### config.mk
export PLATFORM = sky130hd
export DESIGN_NAME = sum_prod_seq
export DESIGN_NICKNAME = d
export VERILOG_FILES = /design/src/rtl/sum_prod_pkg.sv /design/src/rtl/sum_prod_mac.sv /design/src/rtl/sum_prod_seq.sv
export SDC_FILE = /design/constraint.sdc
export NUM_CORES = 1
export LEC_CHECK = 0
export CAP_MARGIN = 20
export CELL_PAD_IN_SITES_DETAIL_PLACEMENT = 1
export CELL_PAD_IN_SITES_GLOBAL_PLACEMENT = 1
export CORE_MARGIN = 4
export CORE_UTILIZATION = 30
export DETAILED_ROUTE_END_ITERATION = 10
export GPL_ROUTABILITY_DRIVEN = 0
export HOLD_SLACK_MARGIN = 0.15
export PLACE_DENSITY_LB_ADDON = 0.15
export SETUP_SLACK_MARGIN = 0.3
export SYNTH_ARGS = -nofsm -noshare
export SYNTH_HDL_FRONTEND = slang
export SYNTH_SLANG_ARGS = --single-unit
### constraint.sdc
create_clock -name clk -period 3.1 [get_ports clk]
set_input_delay 0.465 -clock clk [delete_from_list [all_inputs] [get_ports clk]]
set_output_delay 0.465 -clock clk [all_outputs]
set_load 0.005 [all_outputs]
### src/rtl/sum_prod_pkg.sv
// rtl/sum_prod_pkg.sv - shared types, defaults and width helper for sum_prod_seq
//
// Optional build macro: SUM_PROD_SEQ_PIPE_EN (adds the MUL state).

package sum_prod_pkg;

`ifdef SUM_PROD_SEQ_PIPE_EN
    typedef enum logic [1:0] {
        LOAD_A = 2'd0,
        LOAD_B = 2'd1,
        MUL    = 2'd2,
        DONE   = 2'd3
    } state_t;
`else
    typedef enum logic [1:0] {
        LOAD_A = 2'd0,
        LOAD_B = 2'd1,
        DONE   = 2'd3
    } state_t;
`endif

    localparam int NUM_PAIRS_DEF = 3;

    // Result width for three pair products of n-bit operands: 2n bits per
    // product plus enough headroom that the sum of three never overflows.
    function automatic int res_w(input int n);
        return 2 * n + 3;
    endfunction

endpackage

### src/rtl/sum_prod_mac.sv
// rtl/sum_prod_mac.sv - multiply-accumulate datapath for sum_prod_seq
//
// Optional build macro: SUM_PROD_SEQ_PIPE_EN (registers the product).
// Ports:
//   clk, rst  clock and async active-high reset (pipelined build only)
//   mul_en    capture a*b into the product register (pipelined build only)
//   a, b      N-bit unsigned operands
//   acc_in    RW-bit running sum
//   sum       acc_in + product, RW bits

module sum_prod_mac #(
    parameter int N  = 4,
    parameter int RW = 2 * N + 3
) (
`ifdef SUM_PROD_SEQ_PIPE_EN
    input  logic          clk,
    input  logic          rst,
    input  logic          mul_en,
`endif
    input  logic [N-1:0]  a,
    input  logic [N-1:0]  b,
    input  logic [RW-1:0] acc_in,
    output logic [RW-1:0] sum
);

    logic [2*N-1:0] prod_c;

    // Operands widened first so the multiply is evaluated at full 2N width.
    assign prod_c = {{N{1'b0}}, a} * {{N{1'b0}}, b};

`ifdef SUM_PROD_SEQ_PIPE_EN
    logic [2*N-1:0] prod_q;

    always_ff @(posedge clk or posedge rst) begin
        if (rst) begin
            prod_q <= '0;
        end else if (mul_en) begin
            prod_q <= prod_c;
        end
    end

    assign sum = acc_in + {{(RW-2*N){1'b0}}, prod_q};
`else
    assign sum = acc_in + {{(RW-2*N){1'b0}}, prod_c};
`endif

endmodule

### src/rtl/sum_prod_seq.sv
// rtl/sum_prod_seq.sv - serial X0*X1 + X2*X3 + X4*X5 over valid/ready streams
//
// Optional build macro: SUM_PROD_SEQ_PIPE_EN (extra MUL state per pair).
// Ports:
//   clk, rst    clock and async active-high reset
//   in_valid    in_data holds an operand
//   in_ready    block accepts an operand this cycle (state decode only)
//   in_data     N-bit operand, order X0..X5
//   out_valid   out_result holds a completed result (state decode only)
//   out_ready   consumer accepts the result
//   out_result  2N+3-bit unsigned sum of the three pair products

module sum_prod_seq
    import sum_prod_pkg::*;
#(
    parameter int N         = 4,
    parameter int NUM_PAIRS = NUM_PAIRS_DEF
) (
    input  logic           clk,
    input  logic           rst,
    input  logic           in_valid,
    output logic           in_ready,
    input  logic [N-1:0]   in_data,
    output logic           out_valid,
    input  logic           out_ready,
    output logic [2*N+2:0] out_result
);

    localparam int RW = res_w(N);
    localparam int CW = $clog2(NUM_PAIRS + 1);

    state_t         state, state_n;
    logic [N-1:0]   a_reg, a_n;
    logic [RW-1:0]  acc, acc_n;
    logic [RW-1:0]  res_n;
    logic [RW-1:0]  mac_sum;
    logic [CW-1:0]  pair_cnt, cnt_n;
    logic           last_pair;

    assign last_pair = (pair_cnt == CW'(NUM_PAIRS - 1));
    assign in_ready  = (state == LOAD_A) || (state == LOAD_B);
    assign out_valid = (state == DONE);

`ifdef SUM_PROD_SEQ_PIPE_EN
    logic mul_en;
    assign mul_en = (state == LOAD_B) && in_valid;

    sum_prod_mac #(.N(N), .RW(RW)) u_mac (
        .clk    (clk),
        .rst    (rst),
        .mul_en (mul_en),
        .a      (a_reg),
        .b      (in_data),
        .acc_in (acc),
        .sum    (mac_sum)
    );
`else
    sum_prod_mac #(.N(N), .RW(RW)) u_mac (
        .a      (a_reg),
        .b      (in_data),
        .acc_in (acc),
        .sum    (mac_sum)
    );
`endif

    always_ff @(posedge clk or posedge rst) begin
        if (rst) begin
            state      <= LOAD_A;
            a_reg      <= '0;
            acc        <= '0;
            pair_cnt   <= '0;
            out_result <= '0;
        end else begin
            state      <= state_n;
            a_reg      <= a_n;
            acc        <= acc_n;
            pair_cnt   <= cnt_n;
            out_result <= res_n;
        end
    end

    always_comb begin
        state_n = state;
        a_n     = a_reg;
        acc_n   = acc;
        cnt_n   = pair_cnt;
        res_n   = out_result;
        case (state)
            LOAD_A: begin
                if (in_valid) begin
                    a_n     = in_data;
                    state_n = LOAD_B;
                end
            end
`ifdef SUM_PROD_SEQ_PIPE_EN
            // Product is captured on this transfer; accumulate in MUL.
            LOAD_B: begin
                if (in_valid) begin
                    state_n = MUL;
                end
            end
            MUL: begin
                if (last_pair) begin
                    res_n   = mac_sum;
                    state_n = DONE;
                end else begin
                    acc_n   = mac_sum;
                    cnt_n   = pair_cnt + 1'b1;
                    state_n = LOAD_A;
                end
            end
`else
            LOAD_B: begin
                if (in_valid) begin
                    if (last_pair) begin
                        res_n   = mac_sum;
                        state_n = DONE;
                    end else begin
                        acc_n   = mac_sum;
                        cnt_n   = pair_cnt + 1'b1;
                        state_n = LOAD_A;
                    end
                end
            end
`endif
            // out_result is left untouched so it stays readable after the
            // handshake until the next frame completes.
            DONE: begin
                if (out_ready) begin
                    acc_n   = '0;
                    cnt_n   = '0;
                    state_n = LOAD_A;
                end
            end
            default: begin
                state_n = LOAD_A;
            end
        endcase
    end

endmodule

### Word-level counts from Yosys, hierarchy flattened

Cells that the tools add are included.

* word-level logic and storage cells: 34
* bits in registers: 30

* equality and inequality tests: 7
* multiplexer cells: 12
* add/subtract/negate cells: 2
* reduce and logical (&&, ||, !) cells: 7
* multiply operators: 1

Operator list (count)
* 2-to-1 mux 11 bit: 3
* case mux 11 bit (2 select lines): 1
* 2-to-1 mux 2 bit: 6
* adder 11 x 8 -> 11 bit: 1
* multiplier 4 x 4 -> 8 bit: 1
* inequality test 2 bit (second input constant): 3
* case mux 2 bit (3 select lines): 1
* AND reduction 3 bit: 2
* == test 2 bit (second input constant): 2
* case mux 2 bit (2 select lines): 1
* AND reduction 4 bit: 1
* adder 2 x 1 -> 2 bit (second input constant): 1
* == test 2 x 1 -> 1 bit (second input constant): 1
* logical NOT 2 bit: 1
* inequality test 2 x 1 -> 1 bit (second input constant): 1
* AND reduction 2 bit: 1
* nonzero test 2 bit: 1
* logical OR 1 bit: 1

### Depth between registers and ports, before layout

* word-level depth: 5
* mapped depth: 13
* depth with buffers taken out: 13

### Modules after synthesis

From an unflattened synthesis, not the netlist that was laid out.

* cell total of the unflattened synthesis: 170
* area, all modules: 1975.6 sq um

Modules (own cells, without submodules)
* sum_prod_seq: cells each 75, instances 1, area each 1189.9 sq um
* sum_prod_mac: cells each 95, instances 1, area each 785.8 sq um

### Worst setup path after synthesis

No wires, ideal clock.

* path type: input to register
* start point: input port in_data[3]
* end point: register out_result[8]
* stages: 11
* path slack: -248 ps
* setup time: 125 ps
* arrival: 3223 ps
* data required time: 2975 ps
* cells stage by stage: nand2_1 fa_1 fa_1 fa_1 inv_1 ha_1 o211ai_1 o21ai_2 a31oi_1 xnor2_1 mux2_2

* cells in the longest elaborated chain, start to end: 2

RTL lines
* start: declaration: line sum_prod_seq.sv:23 `input logic [N-1:0] in_data,`
* multiplier 4 x 4 -> 8 bit: line sum_prod_mac.sv:29 `assign prod_c = {{N{1'b0}}, a} * {{N{1'b0}}, b};`
* adder 11 x 8 -> 11 bit: line sum_prod_mac.sv:44 `assign sum = acc_in + {{(RW-2*N){1'b0}}, prod_c};`
* end signal: assignment: line sum_prod_seq.sv:78 `out_result <= res_n;`
* end: declaration: line sum_prod_seq.sv:26 `output logic [2*N+2:0] out_result`

No other way between the ends.
A chain may end at the register's enable or synchronous reset.

### Final worst setup path

* start point: register a_reg[2]
* end point: register out_result[8]

* cells in the longest elaborated chain, start to end: 2

RTL lines
* start: declaration: line sum_prod_seq.sv:33 `logic [N-1:0] a_reg, a_n;`
* start signal: assignment: line sum_prod_seq.sv:75 `a_reg <= a_n;`
* multiplier 4 x 4 -> 8 bit: line sum_prod_mac.sv:29
* adder 11 x 8 -> 11 bit: line sum_prod_mac.sv:44

No other way between the ends.

==> results.json <==
{
  "dieHeight_um": 89.87,
  "status": "finished with violations",
  "coreArea_sq_um": 6422,
  "yosysMostFrequentCell": "dfrtp_1",
  "dp_hpwl_um": 3900,
  "fmax_mhz": 300.7,
  "cp_top_family": "adder cells",
  "synth.top_cells.by_count": "dfrtp_1, inv_1, nand2_1, ha_1, mux2_2",
  "grt_first_pass_wirelength_um": 8859,
  "die_w_um": 89.87,
  "startpoint_type": "register",
  "h-tree-depth": 2,
  "required_ns": 3.26,
  "firstDrtPassIters": 3,
  "drc": 0,
  "synthArstFlopShare_pct": 100.0,
  "violations": "setup timing",
  "syn_nets": 238,
  "yosys.area.top_type_share_pct": 37.34,
  "io_buffers": 20,
  "synth.avg_cell_area_sq_um": 9.954,
  "initial_core_util_pct": 31.31,
  "maxSlewViolCount": 0,
  "cts.sinks": 30,
  "endpoint_kind": "register",
  "io_pins": 21,
  "nets": 298,
  "maxCapViolCount": 0,
  "grt_usage_pct": 13.42,
  "rows": 29,
  "cts_root_buf": "clkbuf_8",
  "clock_path_buffers": 2,
  "drtAntennaViolNets": 0,
  "min_path_type": "register to register",
  "die_area_sq_um": 8076,
  "vias_per_cell": 4.709,
  "synth_top_flop_cell": "dfrtp_1",
  "crit_slowest_cell": "fa_1",
  "antenna_found_initial": 0,
  "fin_ws_ns": -0.2254,
  "clk_latency_ns": 0.28,
  "grt_max_degree": 18,
  "clock_skew_ns": 0.006672,
  "yosysTopAreaCell": "dfrtp_1",
  "tritoncts": "done",
  "path_buf_inv": 1,
  "holdBufCountCts": 0,
  "layout-drive-gt1-share_pct": 30.80,
  "synth_area_sq_um": 2011,
  "cp_cell_sequence": "nand2_8 -> fa_1 -> fa_1 -> fa_1 -> inv_2 -> ha_4 -> o211ai_1 -> o21ai_2 -> a31oi_1 -> xnor2_1 -> mux2_4",
  "slew_headroom_pct": 60.84,
  "cts_made_buffers": 5,
  "hold_viol": 0,
  "final.period_utilization_pct": 107.3,
  "vias": 1601,
  "fin_crit_ns": 3.325,
  "wire_per_inst_um": 15.29,
  "syn_inst": 202,
  "path_clk_slew_ns": 0.07,
  "worstPathMaxFanout": 3,
  "critPathMostFrequentCell": "fa_1",
  "setup_viol": 14,
  "synth_edf_count": 0,
  "area.growth.synth_to_final_pct": 41.82,
  "yosys_warnings": 0,
  "wl_um": 5199,
  "critPathMaxStageDelay_ns": 0.55,
  "gr-total-overflow": 0,
  "drtIter0Drc": 42,
  "synth.area.top_cells": "dfrtp_1, ha_1, fa_1",
  "crit_type": "register to register",
  "synth-seq-cells": 30,
  "fillers": 728,
  "crit_arrival_ns": 3.48,
  "grt_pass1_vias": 1753,
  "ys_seq_area_share_pct": 37.34,
  "ys_types": 37,
  "rsz0062_at_grt": "yes",
  "antenna_cells": 0,
  "tightestPinTransition_ns": 0.5867,
  "pre_cts_ws_ns": -0.8959
}
stage by stage:
step                hold WS [ns]  instance area [sq um]  instances  TNS (ns)  util (%)
floorplan                 0.4485                   2062        202   -0.3208         -
finish                    0.4841                   2851        340    -1.985     44.40
global placement          0.4645                   2561        325    -11.41     39.88
detailed placement        0.4752                   2561        325    -11.96     39.88
global route              0.5217                   2851        340    -3.350     44.40
CTS                       0.4891                   2784        337    -1.650     43.35
path summary, 6_finish.rpt:
kind                       cells past startpoint  slack (ns)       endpoint     startpoint
hold reg to reg                                2        0.48  out_result[2]  out_result[2]
setup / recovery                              11       -0.23  out_result[8]       a_reg[2]
max in group asynchronous                      3        1.86       a_reg[2]            rst
hold / removal                                 2        0.48  out_result[2]  out_result[2]
min in group asynchronous                      2        0.55       state[0]            rst
setup reg to reg                              11       -0.23  out_result[8]       a_reg[2]
timing repair:
item / 4_1_cts / 5_1_grt
endpoints found under the setup margin: 18 / 16
pin swaps: 22 / 15
buffers inserted: 4 / 3
resized for setup: 24 / 10
area by class of cell:
class	count	area, sq um	share of cell area [%]
clock inverter	1	30.03	1.053
multi-input combinational	137	1290	45.24
tap	77	96.34	3.379
sequential	30	752.0	26.37
inverter	30	112.6	3.949
timing repair buffer	58	494.2	17.33
clock buffer	7	76.32	2.677
cells in the final DEF, fill, tap and decap left out, drive strengths merged, types with 9 or more instances in the layout:
cell	n
and2	9
buf	39
clkdlybuf4s50	17
dfrtp	30
fa	9
ha	19
inv	30
mux2	10
nand2	26
o21ai	10
worst min-delay path, delay by kind of cell (launching register included):
| kind | cells | cell delay [ns] |
|---|---|---|
| AND/OR/NAND/NOR | 1 | 0.05 |
| AO/OA/AOI/OAI | 1 | 0.06 |
| flip-flops | 1 | 0.35 |
routing by layer:
metal | part of all wire, % | track usage (%) | wire (um) | vias to the layer above
li1 | - | - | - | 792
met1 | 45 | 17.36 | 2325 | 790
met2 | 52 | 23.37 | 2717 | 17
met3 | 2.5 | 2.671 | 130 | 2
met4 | 0.48 | 2.679 | 25 | 0
met5 | 0 | 0 | 0 | -
logic make-up (layout without fill, tap and decap cells):
logic type / Yosys count / in the layout / share of synthesized area (%)
AOI/OAI and AO/OA: 41 / 41 / 14.44
xor gates and xnor gates: 7 / 7 / 3.049
adders and majority gates: 28 / 28 / 20.78
buffers and inverters: 35 / 96 / 7.093
DFF: 30 / 30 / 37.34
muxes: 10 / 10 / 5.601
and+or+nand+nor: 51 / 51 / 11.70
Power is left out: the tool's default activity adds up to more than one toggle a clock period on the data nets, which glitch-free logic cannot reach.
